`config.mk`:
```
export PLATFORM = sky130hd
export DESIGN_NAME = sync_handshake_arb
export DESIGN_NICKNAME = d
export VERILOG_FILES = /design/src/rtl/sync_handshake_arb.sv
export SDC_FILE = /design/constraint.sdc
export NUM_CORES = 1
export LEC_CHECK = 0
export CAP_MARGIN = 20
export CORE_MARGIN = 10
export CORE_UTILIZATION = 40
export DETAILED_ROUTE_END_ITERATION = 16
export PLACE_DENSITY = 0.86
export SLEW_MARGIN = 20
export SYNTH_ARGS = -nofsm -noshare
export SYNTH_HDL_FRONTEND = slang
export SYNTH_SLANG_ARGS = --single-unit
```
`constraint.sdc`:
```
create_clock -name clk_i -period 5.76 [get_ports clk_i]
set_input_delay 1.44 -clock clk_i [delete_from_list [all_inputs] [get_ports clk_i]]
set_output_delay 1.44 -clock clk_i [all_outputs]
set_load 0.03 [all_outputs]
```
`src/rtl/sync_handshake_arb.sv`:
```
// sync_handshake_arb
// Source-side controller for a 4-phase req/ack clock-domain-crossing link.
// NumReq local requesters share the link round-robin. One word is accepted per
// transaction and held stable on async_data_o/async_id_o while the remote side
// captures it. The remote acknowledge is synchronized through SyncStages flops.
//
// Optional feature: define SYNC_HANDSHAKE_ARB_TIMEOUT_EN to build the sticky
// stall detector behind timeout_o; otherwise timeout_o is tied low.
//
// Ports:
//   clk_i        source-domain clock
//   rst_i        asynchronous, active-high reset
//   req_valid_i  per-requester valid
//   req_ready_o  per-requester ready, one-hot or zero (accept strobe)
//   req_data_i   flattened payloads, requester k at [k*DataWidth +: DataWidth]
//   async_req_o  registered 4-phase request to the remote domain
//   async_data_o registered held payload
//   async_id_o   registered index of the payload owner
//   async_ack_i  remote acknowledge, asynchronous to clk_i
//   busy_o       high whenever the FSM is not IDLE
//   timeout_o    sticky stall flag
module sync_handshake_arb #(
  parameter int NumReq        = 4,
  parameter int DataWidth     = 32,
  parameter int SyncStages    = 2,
  parameter int TimeoutCycles = 1024,
  parameter int IdWidth       = (NumReq > 1) ? $clog2(NumReq) : 1
) (
  input  logic                        clk_i,
  input  logic                        rst_i,
  input  logic [NumReq-1:0]           req_valid_i,
  output logic [NumReq-1:0]           req_ready_o,
  input  logic [NumReq*DataWidth-1:0] req_data_i,
  output logic                        async_req_o,
  output logic [DataWidth-1:0]        async_data_o,
  output logic [IdWidth-1:0]          async_id_o,
  input  logic                        async_ack_i,
  output logic                        busy_o,
  output logic                        timeout_o
);

  // state  | meaning
  // IDLE   | link free; may accept when the synchronized ack is low
  // REQ_HI | async_req_o high, waiting for ack to rise
  // REQ_LO | async_req_o low, waiting for ack to fall
  typedef enum logic [1:0] {
    IDLE   = 2'd0,
    REQ_HI = 2'd1,
    REQ_LO = 2'd2
  } state_e;

  state_e                state_q, state_d;
  logic [SyncStages-1:0] sync_q;
  logic                  ack_s;
  logic [IdWidth-1:0]    ptr_q;
  logic [IdWidth-1:0]    grant_idx;
  logic                  grant_vld;
  logic                  accept;

  always_ff @(posedge clk_i or posedge rst_i) begin
    if (rst_i) sync_q <= '0;
    else       sync_q <= {sync_q[SyncStages-2:0], async_ack_i};
  end

  assign ack_s = sync_q[SyncStages-1];

  // Search from ptr_q+1 upward with wrap; iterating downward lets the
  // nearest candidate overwrite farther ones.
  always_comb begin
    logic [IdWidth-1:0] cand;
    grant_idx = '0;
    grant_vld = 1'b0;
    cand      = '0;
    for (int i = NumReq; i >= 1; i--) begin
      cand = IdWidth'((int'(ptr_q) + i) % NumReq);
      if (req_valid_i[cand]) begin
        grant_vld = 1'b1;
        grant_idx = cand;
      end
    end
  end

  always_ff @(posedge clk_i or posedge rst_i) begin
    if (rst_i) state_q <= IDLE;
    else       state_q <= state_d;
  end

  always_comb begin
    state_d = state_q;
    accept  = 1'b0;
    unique case (state_q)
      IDLE: begin
        // A stale ack still visible after the previous transfer blocks grants.
        if (!ack_s && grant_vld) begin
          accept  = 1'b1;
          state_d = REQ_HI;
        end
      end
      REQ_HI:  if (ack_s)  state_d = REQ_LO;
      REQ_LO:  if (!ack_s) state_d = IDLE;
      default: state_d = IDLE;
    endcase
  end

  // Gated by rst_i so ready reads zero the moment reset is asserted.
  always_comb begin
    req_ready_o = '0;
    if (accept && !rst_i) req_ready_o[grant_idx] = 1'b1;
  end

  always_ff @(posedge clk_i or posedge rst_i) begin
    if (rst_i) begin
      async_req_o  <= 1'b0;
      async_data_o <= '0;
      async_id_o   <= '0;
      ptr_q        <= IdWidth'(NumReq - 1);
    end else if (accept) begin
      async_req_o  <= 1'b1;
      async_data_o <= req_data_i[grant_idx*DataWidth +: DataWidth];
      async_id_o   <= grant_idx;
      ptr_q        <= grant_idx;
    end else if (state_q == REQ_HI && ack_s) begin
      async_req_o  <= 1'b0;
    end
  end

  assign busy_o = (state_q != IDLE);

`ifdef SYNC_HANDSHAKE_ARB_TIMEOUT_EN
  localparam int CntWidth = (TimeoutCycles > 1) ? $clog2(TimeoutCycles) : 1;

  logic [CntWidth-1:0] cnt_q;
  logic                timeout_q;

  // cnt_q counts completed busy cycles in the current state; the flag is set
  // on the edge that ends the TimeoutCycles-th such cycle.
  always_ff @(posedge clk_i or posedge rst_i) begin
    if (rst_i) begin
      cnt_q     <= '0;
      timeout_q <= 1'b0;
    end else if (state_d != state_q) begin
      cnt_q <= '0;
    end else if (busy_o) begin
      if (cnt_q == CntWidth'(TimeoutCycles - 1)) timeout_q <= 1'b1;
      else                                       cnt_q     <= cnt_q + 1'b1;
    end
  end

  assign timeout_o = timeout_q;
`else
  assign timeout_o = 1'b0;
`endif

endmodule

```
==> reports/metrics.csv <==
stage,metric,value,unit
critical_path,worst r2r path cells,6,
timing,final hold violation count,0,
logic_synthesis,synthesized area,2820,sq um
hold_path,end of the worst hold path,sync_q[1]$_DFF_PP0_,
power,Reg power frac,25.2,%
floorplan,FP Rows,30,
floorplan,Initial Util,41.3,%
floorplan,core area,6830,sq um
timing,minimum clock period,5100,ps
floorplan,die area,10800,sq um
logic_synthesis,cell taking the most area after synthesis,dfrtp_1,
route,Vias/cell,5.76,
route,WL/cell,20.7,um
timing,skew final,7.22,ps
clock_network,CTS tree,yes,
timing,final setup margin,663,ps
timing,fin. max-slew vios,0,
timing,setup repair after global routing missed its margin,false,
global_routing,Tot GR Track Use,20.7,%
run,MaxCap Viol Count,0,
timing,Finish-stage setup viols,0,
logic_synthesis,Synth Instances,318,
power,Pwr Total,2.05,mW
outcome,status,finished clean,
global_routing,first-pass GRT wire length,18400,um
critical_path,"critical path, cell by cell",clkdlybuf4s50_1 -> nor4_1 -> nor4_2 -> buf_4 -> and3_1 -> clkdlybuf4s50_1,
placed_design,# port buffers,174,
critical_path,"Top cell by count, worst path",clkdlybuf4s50_1,
logic_synthesis,post-synth top area share,34.6,%
logic_synthesis,commonest cells in the netlist,"39 x dfrtp_1, 39 x nor2_1, 38 x a21oi_1",
power,Clock Power Share,14.0,%
power,Power Density,434,nW/um^2
global_routing,vias in the first global route,3475,
critical_path,"Max FO, Critical Path",15,
clock_network,clk slew on worst S/H paths,90,ps
critical_path,Top delay family on crit path,buffers and inverters,
global_routing,"Remaining Overflow, GRT",0,
critical_path,CP max-delay cell,clkdlybuf4s50_1,
clock_network,clk buf depth,2,
logic_synthesis,Unique masters post-synth,36,
power,VDD IR-drop max,251,uV
route,Detailed Routing Iterations Pass 1,5,
logic_synthesis,Post-Syn Area per Cell,8.87,sq um
placed_design,HPWL after DPL,8950,um
clock_network,hold buffers post-CTS,0,
route,Initial DRC Count,210,
timing,setup TNS,0,ps
critical_path,crit end category,output pin,
timing,Slew HR,45.1,%
placed_design,DP Worst Slack,656,ps
placed_design,RD Place Congestion,0.820,
logic_synthesis,most area-consuming cells after synthesis,"dfrtp_1 35%, a221oi_1 9.9%, nor4_2 9.8%, a31oi_1 7.1%, a21oi_1 6.7%",
logic_synthesis,Syn Nets,453,
layout,Area growth syn-to-layout,67.3,%
clock_network,clock root buffer,clkbuf_8,
power,Net Switching,0.952,mW
global_routing,initial antenna violation count,0,
critical_path,critical path class,in -> out,
route,DRT antenna net count,0,
clock_network,Num CTS Buffers,5,
hold_path,hold path startpoint,sync_q[0]$_DFF_PP0_,
layout,Final #Nets,613,
logic_synthesis,"flops & latches, synth",41,
route,Total Wirelength,11900,um
floorplan,Die Ht,104,um
critical_path,Worst R2R End,async_data_o[3]$_DFFE_PP0P_,
power,Sw Ratio,46.5,%
clock_network,H-tree depth,2,
logic_synthesis,yosys warns,0,
logic_synthesis,"Seq/Total Area, Yosys",36.5,%
critical_path,Worst EP required,4320,ps
power,P_int,1.10,mW
route,vias,3313,
critical_path,CP startpoint kind,primary input,
critical_path,CP arrival,3660,ps
critical_path,CP max stage delay,590,ps
layout,share of cells above drive strength 1,11.7,%
floorplan,Die X,104,um
critical_path,R2R Path Start,ptr_q[1]$_DFFE_PP1P_,
logic_synthesis,Most used DFF post-synth,dfrtp_1,
hold_path,cell count of the worst hold path,0,
clock_network,Sink Count,41,
logic_synthesis,Post-synth ARST share,100,%
timing,Least-Margin Pin Slew,824,ps
floorplan,I/O pins,176,
timing,Fmax,196,MHz
logic_synthesis,Post-synth EDFFs,0,
global_routing,largest net degree at the start of global routing,35,
layout,ant diodes,0,
timing,period utilization,88.5,%
route,DRC,0,
clock_network,clock latency on the worst-skew pair,300,ps
clock_network,CTS resizes,0,
power,Leakage,1.81,nW
power,Comb power frac,60.8,%
critical_path,R2R Setup Slk,3170,ps
critical_path,WP buf/inv,3,
hold_path,Hold Crit Class,reg -> reg,
clock_network,postcts setup bufs,0,
-- how the worst max path moves through the flow --
stage | startpoint | to | depth (start not counted)
5_1_grt | req_valid_i[3] | req_ready_o[2] | 6
4_1_cts | req_valid_i[2] | req_ready_o[2] | 6
6_report | req_valid_i[2] | req_ready_o[2] | 6
3_5_place_dp | req_valid_i[2] | req_ready_o[2] | 6
3_3_place_gp | req_valid_i[2] | req_ready_o[1] | 6
2_1_floorplan | rst_i | req_ready_o[0] | 2
-- power groups by stage --
stage / clock, mW / combinational (mW) / sequential [mW]
6_report: 0.286 / 1.25 / 0.517
5_1_grt: 0.300 / 1.33 / 0.536
2_1_floorplan: 0 / 0.539 / 0.739
4_1_cts: 0.290 / 1.25 / 0.516
3_5_place_dp: 0 / 1.25 / 0.522
3_3_place_gp: 0 / 1.23 / 0.513
-- cell type report --
cell class / count / area, sq um
Fill cell: 573 / 2110
Timing Repair Buffer: 186 / 1830
Inverter: 29 / 109
Tap cell: 96 / 120
Clock buffer: 5 / 68.8
Sequential cell: 41 / 1030
Multi-Input combinational cell: 215 / 1490
Clock inverter: 3 / 68.8
-- registers in the layout (all words and copies together), names as in the netlist --
name,cells
state_q,2
async_data_o,32
ptr_q,2
sync_q,2
async_id_o,2
async_req_o,1
-- logic make-up (layout without fill, tap and decap cells) --
family                 Yosys count  count (layout)  share of synthesized area, %
AO/OA/AOI/OAI                  118             118                          28.8
XOR/XNOR                         1               1                         0.311
buffers and inverters           62             223                          11.5
flip-flops                      41              41                          36.5
multiplexers                     1               1                         0.355
other                            1               1                         0.133
AND/OR/NAND/NOR                 94              94                          22.4
-- metrics by stage --
stage | util, % | instances | area [sq um] | hold slack (ps)
detailed placement | 67.1 | 567 | 4580 | 340
global route | 69.1 | 575 | 4720 | 375
global placement | 67.1 | 567 | 4580 | 342
floorplan | - | 318 | 2820 | 331
CTS | 69.1 | 575 | 4720 | 363
finish | 69.1 | 575 | 4720 | 361
-- cells in the final DEF (no fill, tap or decap), types with 2 or more instances in the layout --
master / synthesis / final
a221oi_1: 32 / 32
nor4_1: 5 / 4
nor4b_1: 7 / 7
nor2_1: 39 / 39
bufinv_16: 0 / 2
or2_2: 3 / 4
nand2b_1: 2 / 2
buf_4: 4 / 12
inv_1: 29 / 28
nor3_1: 2 / 2
clkbuf_8: 0 / 5
a31oi_1: 32 / 32
o21ai_0: 5 / 5
nor4_2: 22 / 23
dfstp_2: 2 / 2
clkdlybuf4s50_1: 0 / 174
dfrtp_1: 39 / 39
nand2_1: 7 / 7
o211a_1: 2 / 2
a21oi_1: 38 / 38
and3_1: 4 / 4
-- per-layer routing --
metal	wire (um)	global-route usage, %
met5	0	0
met2	5950	36.4
met4	320	5.86
met3	1010	6.82
met1	4620	23.2
Note: power is estimated with default switching activity, not from simulation.
